File: config.mk
export PLATFORM = sky130hd
export DESIGN_NAME = ex_muldiv
export DESIGN_NICKNAME = d
export VERILOG_FILES = /design/src/rtl/ex_muldiv.sv
export SDC_FILE = /design/constraint.sdc
export NUM_CORES = 1
export LEC_CHECK = 0
export ABC_AREA = 1
export BUFFER_PORTS_ARGS = -buffer_cell sky130_fd_sc_hd__buf_2
export CORE_MARGIN = 3
export CORE_UTILIZATION = 35
export DETAILED_ROUTE_END_ITERATION = 8
export GPL_ROUTABILITY_DRIVEN = 0
export PLACE_DENSITY = 0.48
export SLEW_MARGIN = 20
export SYNTH_ARGS = -nofsm -noshare
export SYNTH_HDL_FRONTEND = slang
export SYNTH_SLANG_ARGS = --single-unit
File: constraint.sdc
create_clock -name clk -period 13 [get_ports clk]
set_clock_uncertainty 0.1 [all_clocks]
set_input_delay 1.95 -clock clk [delete_from_list [all_inputs] [get_ports clk]]
set_output_delay 1.95 -clock clk [all_outputs]
set_load 0.01 [all_outputs]
File: src/rtl/ex_muldiv.sv
// ex_muldiv: iterative multiply/divide unit for the eight RV32M operations.
// Accepts one operation at a time, iterates BITS_PER_CYCLE bits per clock,
// and holds the result behind a valid/ready handshake until it is taken.
//
// Ports:
//   clk, rst              clock, asynchronous active-high reset
//   flush                 abandon any operation in flight; no result is emitted
//   in_valid / in_ready   operation handshake (in_ready only in IDLE without flush)
//   in_op                 funct3: MUL, MULH, MULHSU, MULHU, DIV, DIVU, REM, REMU
//   in_r1, in_r2          source operand values
//   in_rd, in_rd_enable   destination register and write-back request
//   out_valid / out_ready result handshake
//   out_result            result value
//   out_rd, out_rd_enable destination copy; enable is suppressed for x0
//   busy                  an operation is in flight or waiting to be taken
module ex_muldiv #(
   parameter int XLEN           = 32,
   parameter int BITS_PER_CYCLE = 1
) (
   input  logic            clk,
   input  logic            rst,
   input  logic            flush,
   input  logic            in_valid,
   output logic            in_ready,
   input  logic [2:0]      in_op,
   input  logic [XLEN-1:0] in_r1,
   input  logic [XLEN-1:0] in_r2,
   input  logic [4:0]      in_rd,
   input  logic            in_rd_enable,
   output logic            out_valid,
   input  logic            out_ready,
   output logic [XLEN-1:0] out_result,
   output logic [4:0]      out_rd,
   output logic            out_rd_enable,
   output logic            busy
);

   localparam int B  = BITS_PER_CYCLE;
   localparam int N  = XLEN / BITS_PER_CYCLE;
   localparam int CW = $clog2(N + 1);

   typedef enum logic [1:0] {S_IDLE, S_BUSY, S_DONE} state_t;

   state_t            state_reg, state_next;
   logic [CW-1:0]     cnt_reg;
   logic [2:0]        op_reg;
   logic [4:0]        rd_reg;
   logic              rd_en_reg;
   logic              sign1_reg, sign2_reg;
   logic              fast_reg;
   logic [XLEN-1:0]   hi_reg, lo_reg, d_reg;
   logic [XLEN-1:0]   result_reg;

   logic              accept;
   logic              sign1, sign2;
   logic [XLEN-1:0]   mag1, mag2;
   logic              div_zero, div_ovf, fast;
   logic [XLEN-1:0]   fast_val;

   logic [XLEN+B-1:0] mul_acc;
   logic [XLEN-1:0]   div_rem, div_quo;
   logic [XLEN:0]     div_t, div_diff;
   logic              div_ge;
   logic [XLEN-1:0]   hi_next, lo_next;
   logic [2*XLEN-1:0] prod_fix;
   logic [XLEN-1:0]   quo_fix, rem_fix, final_val;

   assign accept = in_valid && in_ready;

   // Operand preparation: iterate on magnitudes, remember which operands were negative.
   always_comb begin
      sign1    = in_r1[XLEN-1] && (in_op == 3'd1 || in_op == 3'd2 || in_op == 3'd4 || in_op == 3'd6);
      sign2    = in_r2[XLEN-1] && (in_op == 3'd1 || in_op == 3'd4 || in_op == 3'd6);
      mag1     = sign1 ? -in_r1 : in_r1;
      mag2     = sign2 ? -in_r2 : in_r2;
      div_zero = (in_r2 == '0);
      div_ovf  = !in_op[0] && (in_r1 == {1'b1, {(XLEN-1){1'b0}}}) && (in_r2 == '1);
      fast     = in_op[2] && (div_zero || div_ovf);
      // in_op[1] separates REM/REMU from DIV/DIVU
      if (div_zero) fast_val = in_op[1] ? in_r1 : '1;
      else          fast_val = in_op[1] ? '0 : in_r1;
   end

   // One iteration step for both datapaths. {hi, lo} is the shared working register:
   // multiply keeps partial product high / remaining multiplier low,
   // divide keeps partial remainder high / dividend-becoming-quotient low.
   always_comb begin
      mul_acc = {{B{1'b0}}, hi_reg};
      for (int i = 0; i < B; i++) begin
         if (lo_reg[i]) mul_acc = mul_acc + ({{B{1'b0}}, d_reg} << i);
      end

      div_rem  = hi_reg;
      div_quo  = lo_reg;
      div_t    = '0;
      div_diff = '0;
      div_ge   = 1'b0;
      for (int i = 0; i < B; i++) begin
         div_t    = {div_rem, div_quo[XLEN-1]};
         div_diff = div_t - {1'b0, d_reg};
         div_ge   = (div_t >= {1'b0, d_reg});
         div_rem  = div_ge ? div_diff[XLEN-1:0] : div_t[XLEN-1:0];
         div_quo  = {div_quo[XLEN-2:0], div_ge};
      end

      if (op_reg[2]) begin
         hi_next = div_rem;
         lo_next = div_quo;
      end else begin
         hi_next = mul_acc[XLEN+B-1:B];
         lo_next = {mul_acc[B-1:0], lo_reg[XLEN-1:B]};
      end
   end

   // Sign correction and result selection from the final iteration's output.
   always_comb begin
      prod_fix = (sign1_reg ^ sign2_reg) ? -{hi_next, lo_next} : {hi_next, lo_next};
      quo_fix  = (sign1_reg ^ sign2_reg) ? -lo_next : lo_next;
      rem_fix  = sign1_reg ? -hi_next : hi_next;
      case (op_reg)
         3'd0:                final_val = prod_fix[XLEN-1:0];
         3'd1, 3'd2, 3'd3:    final_val = prod_fix[2*XLEN-1:XLEN];
         3'd4, 3'd5:          final_val = quo_fix;
         default:             final_val = rem_fix;
      endcase
   end

   // FSM: state register
   always_ff @(posedge clk or posedge rst) begin
      if (rst) state_reg <= S_IDLE;
      else     state_reg <= state_next;
   end

   // FSM: next state
   always_comb begin
      state_next = state_reg;
      case (state_reg)
         S_IDLE:  if (accept) state_next = S_BUSY;
         S_BUSY:  if (flush) state_next = S_IDLE;
                  else if (cnt_reg == CW'(1)) state_next = S_DONE;
         S_DONE:  if (flush || out_ready) state_next = S_IDLE;
         default: state_next = S_IDLE;
      endcase
   end

   // FSM: outputs
   always_comb begin
      in_ready  = (state_reg == S_IDLE) && !flush;
      busy      = (state_reg != S_IDLE);
      out_valid = (state_reg == S_DONE);
   end

   // Datapath. Fast-path results are settled at accept and then pass through a
   // single BUSY cycle, so every op reaches DONE through the same counter exit.
   always_ff @(posedge clk or posedge rst) begin
      if (rst) begin
         cnt_reg    <= '0;
         op_reg     <= '0;
         rd_reg     <= '0;
         rd_en_reg  <= 1'b0;
         sign1_reg  <= 1'b0;
         sign2_reg  <= 1'b0;
         fast_reg   <= 1'b0;
         hi_reg     <= '0;
         lo_reg     <= '0;
         d_reg      <= '0;
         result_reg <= '0;
      end else if (accept) begin
         op_reg    <= in_op;
         rd_reg    <= in_rd;
         rd_en_reg <= in_rd_enable && (in_rd != 5'd0);
         sign1_reg <= sign1;
         sign2_reg <= sign2;
         fast_reg  <= fast;
         hi_reg    <= '0;
         lo_reg    <= mag1;
         d_reg     <= mag2;
         cnt_reg   <= fast ? CW'(1) : CW'(N);
         if (fast) result_reg <= fast_val;
      end else if (state_reg == S_BUSY && !flush) begin
         cnt_reg <= cnt_reg - CW'(1);
         hi_reg  <= hi_next;
         lo_reg  <= lo_next;
         if (cnt_reg == CW'(1) && !fast_reg) result_reg <= final_val;
      end
   end

   assign out_result    = result_reg;
   assign out_rd        = rd_reg;
   assign out_rd_enable = rd_en_reg;

endmodule

==> impl_metrics.yaml <==
place:
  dp_hpwl_um: 67400
  port-buffer-count: 118
  post_dp_cell_area_mm2: 0.0193
sta:
  rsz0062_at_grt: "false"
  max_freq_mhz: 183
  holdWs_ns: 0.385
  max-slew-margin-rel: 0.301
  setup_tns_ns: 0
  finalHoldViolCount: 0
  layout_min_cycle_time_ns: 5.46
  min_period_over_period: 0.420
  slew_violations: 0
  tightest_slew_ns: 1.04
  setup_viol_count_final: 0
yosys:
  synthCells: 3184
  yosysTopAreaCellShare: 0.204
  yosysUniqueCellTypes: 52
  post-synth-top-count-cell: "nand2_1"
  synth_top_area_cell: "dfrtp_1"
  synth_common_cells: "nand2_1 (951), inv_1 (497), nor2_1 (324)"
  syn_area_per_cell_um2: 5.71
  seq_area_frac_synth: 0.204
  async_reset_ff_frac: 1.00
  synth_ff_type: "dfrtp_1"
  synth_area_mm2: 0.0182
  ys_ff_latch: 148
  synth_nets: 3335
  yosysWarnings: 0
  synth_area_leaders: "dfrtp_1 (20%), nand2_1 (20%), inv_1 (10%), nand3_1 (7.3%), nor2_1 (6.7%)"
  synth_edf_count: 0
drt:
  drt_iter0_markers: 2462
  routed_via_density: 5.40
  via_count: 21200
  remaining_drc_errors: 0
  drt_wl_total_um: 84300
  dr.pass1.iters: 7
  routedWlPerCell_um: 21.5
  drtAntennaViolNets: 0
pwr:
  vdd_drop_max_mv: 0.123
  p_leak_nw: 10.6
  p_total_mw: 5.89
  p_per_area_mw_per_mm2: 296
clock_tree:
  cts_tree: "yes"
  htree_levels: 4
  clock_latency_ns: 0.50
  cts_resized: 0
  cts.path.max_buffers: 2
  cts_buffers: 17
  hold_buffers: 0
  cts-root-buf: "clkbuf_16"
  clk_pin_slew_worst_paths_ns: 0.07
  cts_setup_buffers: 0
  cts_sinks: 148
critical_path:
  path_class: "reg -> reg"
  crit_required_ns: 13.28
  cp-start-kind: "register"
  crit_fanout: 32
  cp.arrival_ns: 5.74
  endpoint_kind: "register"
global_routing:
  grt.overflow.total: 0
  grt_pass1_vias: 19400
  grt_max_degree: 93
  antenna_found_initial: 5
  grt_pass1_wl_um: 124000
  grt_usage: 0.306
floorplanning:
  die_x_um: 234
  start_util: 0.359
  coreArea_mm2: 0.0507
  pin_count: 119
  die_y_um: 234
  die_area_mm2: 0.0547
  num_rows: 82
cells_and_area:
  drive_above_1_share: 0.0906
  area_growth_pct: 9.56
  fin_nets: 3384
  final_area_mm2: 0.0199
  final_util: 0.393
run_status:
  outcome: "complete, no violations"
worst_hold_path:
  hold_path_class: "reg -> reg"
flow_run:
  timing.max_cap.violations: 0
## placed cells by master (no fill, tap or decap), drive strengths merged, types with 13 or more instances in the layout
| cell type | instances |
|---|---|
| xor2 | 70 |
| inv | 515 |
| o211ai | 16 |
| a21oi | 181 |
| nand4 | 49 |
| nor3 | 38 |
| o21ai | 273 |
| nand2 | 968 |
| xnor2 | 15 |
| nor2 | 353 |
| ha | 71 |
| clkbuf | 19 |
| a31oi | 15 |
| clkinv | 13 |
| o22ai | 28 |
| buf | 138 |
| dfrtp | 148 |
| nand3 | 288 |
## cell type report
type | instances | area (um2)
Antenna cell | 2 | 5.00
Clock buffer | 19 | 443
Clock inverter | 13 | 205
Fill cell | 5718 | 30800
Inverter | 520 | 1960
Multi-Input combinational cell | 2408 | 12000
Sequential cell | 148 | 3710
Tap cell | 672 | 841
Timing Repair Buffer | 138 | 741
## layer usage
layer  vias up  GRT usage  wire length (um)  share of wire
met5         -          0                37        0.00044
met4         8      0.103              2630          0.031
met3       119     0.0671              7460          0.089
met2       853      0.442             35100           0.42
met1      9943      0.447             39000           0.46
li1      10300          -                 -              -
## report_power, final
group          internal, mW  switching [mW]
registers             0.658           0.200
logic                  1.23            3.22
clock network         0.345           0.236
## critical path, cell delays in order (launching register included)
cell	delay, ns
dfrtp_1	0.47
inv_1	0.07
ha_1	0.39
nand2_1	0.17
nor2_1	0.12
nand2_1	0.13
nor2_2	0.05
nand2_1	0.08
nand2_2	0.08
nor2_8	0.46
nand2_8	0.27
nand2_1	0.20
nor2_1	0.08
nor2_2	0.48
ha_1	0.42
inv_1	0.22
nor3_2	0.30
nand3_1	0.23
o21ai_4	0.30
nand3_1	0.12
nand3_1	0.10
nand3_1	0.26
nand2_1	0.14
a21oi_1	0.08
## per-stage QoR
| step | setup slack (ns) | std cells |
|---|---|---|
| 4_1_cts | 7.74 | 3918 |
| 6_report | 7.54 | 3920 |
| 3_5_place_dp | 7.22 | 3886 |
| 2_1_floorplan | 6.97 | 3184 |
| 5_1_grt | 7.24 | 3918 |
| 3_3_place_gp | 7.34 | 3886 |
## final timing paths
path,startpoint,to,slack [ns],depth (start not counted)
max reg2reg,d_reg[15],out_result[30],7.54,23
min in group asynchronous,rst,out_rd[1],1.49,2
min reg2reg,state_reg[0],state_reg[1],0.38,1
max in group asynchronous,rst,hi_reg[29],9.81,3
min,state_reg[0],state_reg[1],0.38,1
max,d_reg[15],out_result[30],7.54,23
## cells by family (layout without fill, tap and decap cells)
family / count (synthesis) / after routing / share of synthesized area
and+or+nand+nor: 1722 / 1722 / 0.412
buffers and inverters: 628 / 690 / 0.136
AOI/OAI and AO/OA: 528 / 528 / 0.156
xor gates and xnor gates: 85 / 85 / 0.0410
adders and majority gates: 73 / 73 / 0.0511
other: 0 / 2 / 0
DFF: 148 / 148 / 0.204
No activity file was read; power rests on OpenSTA's default activity.
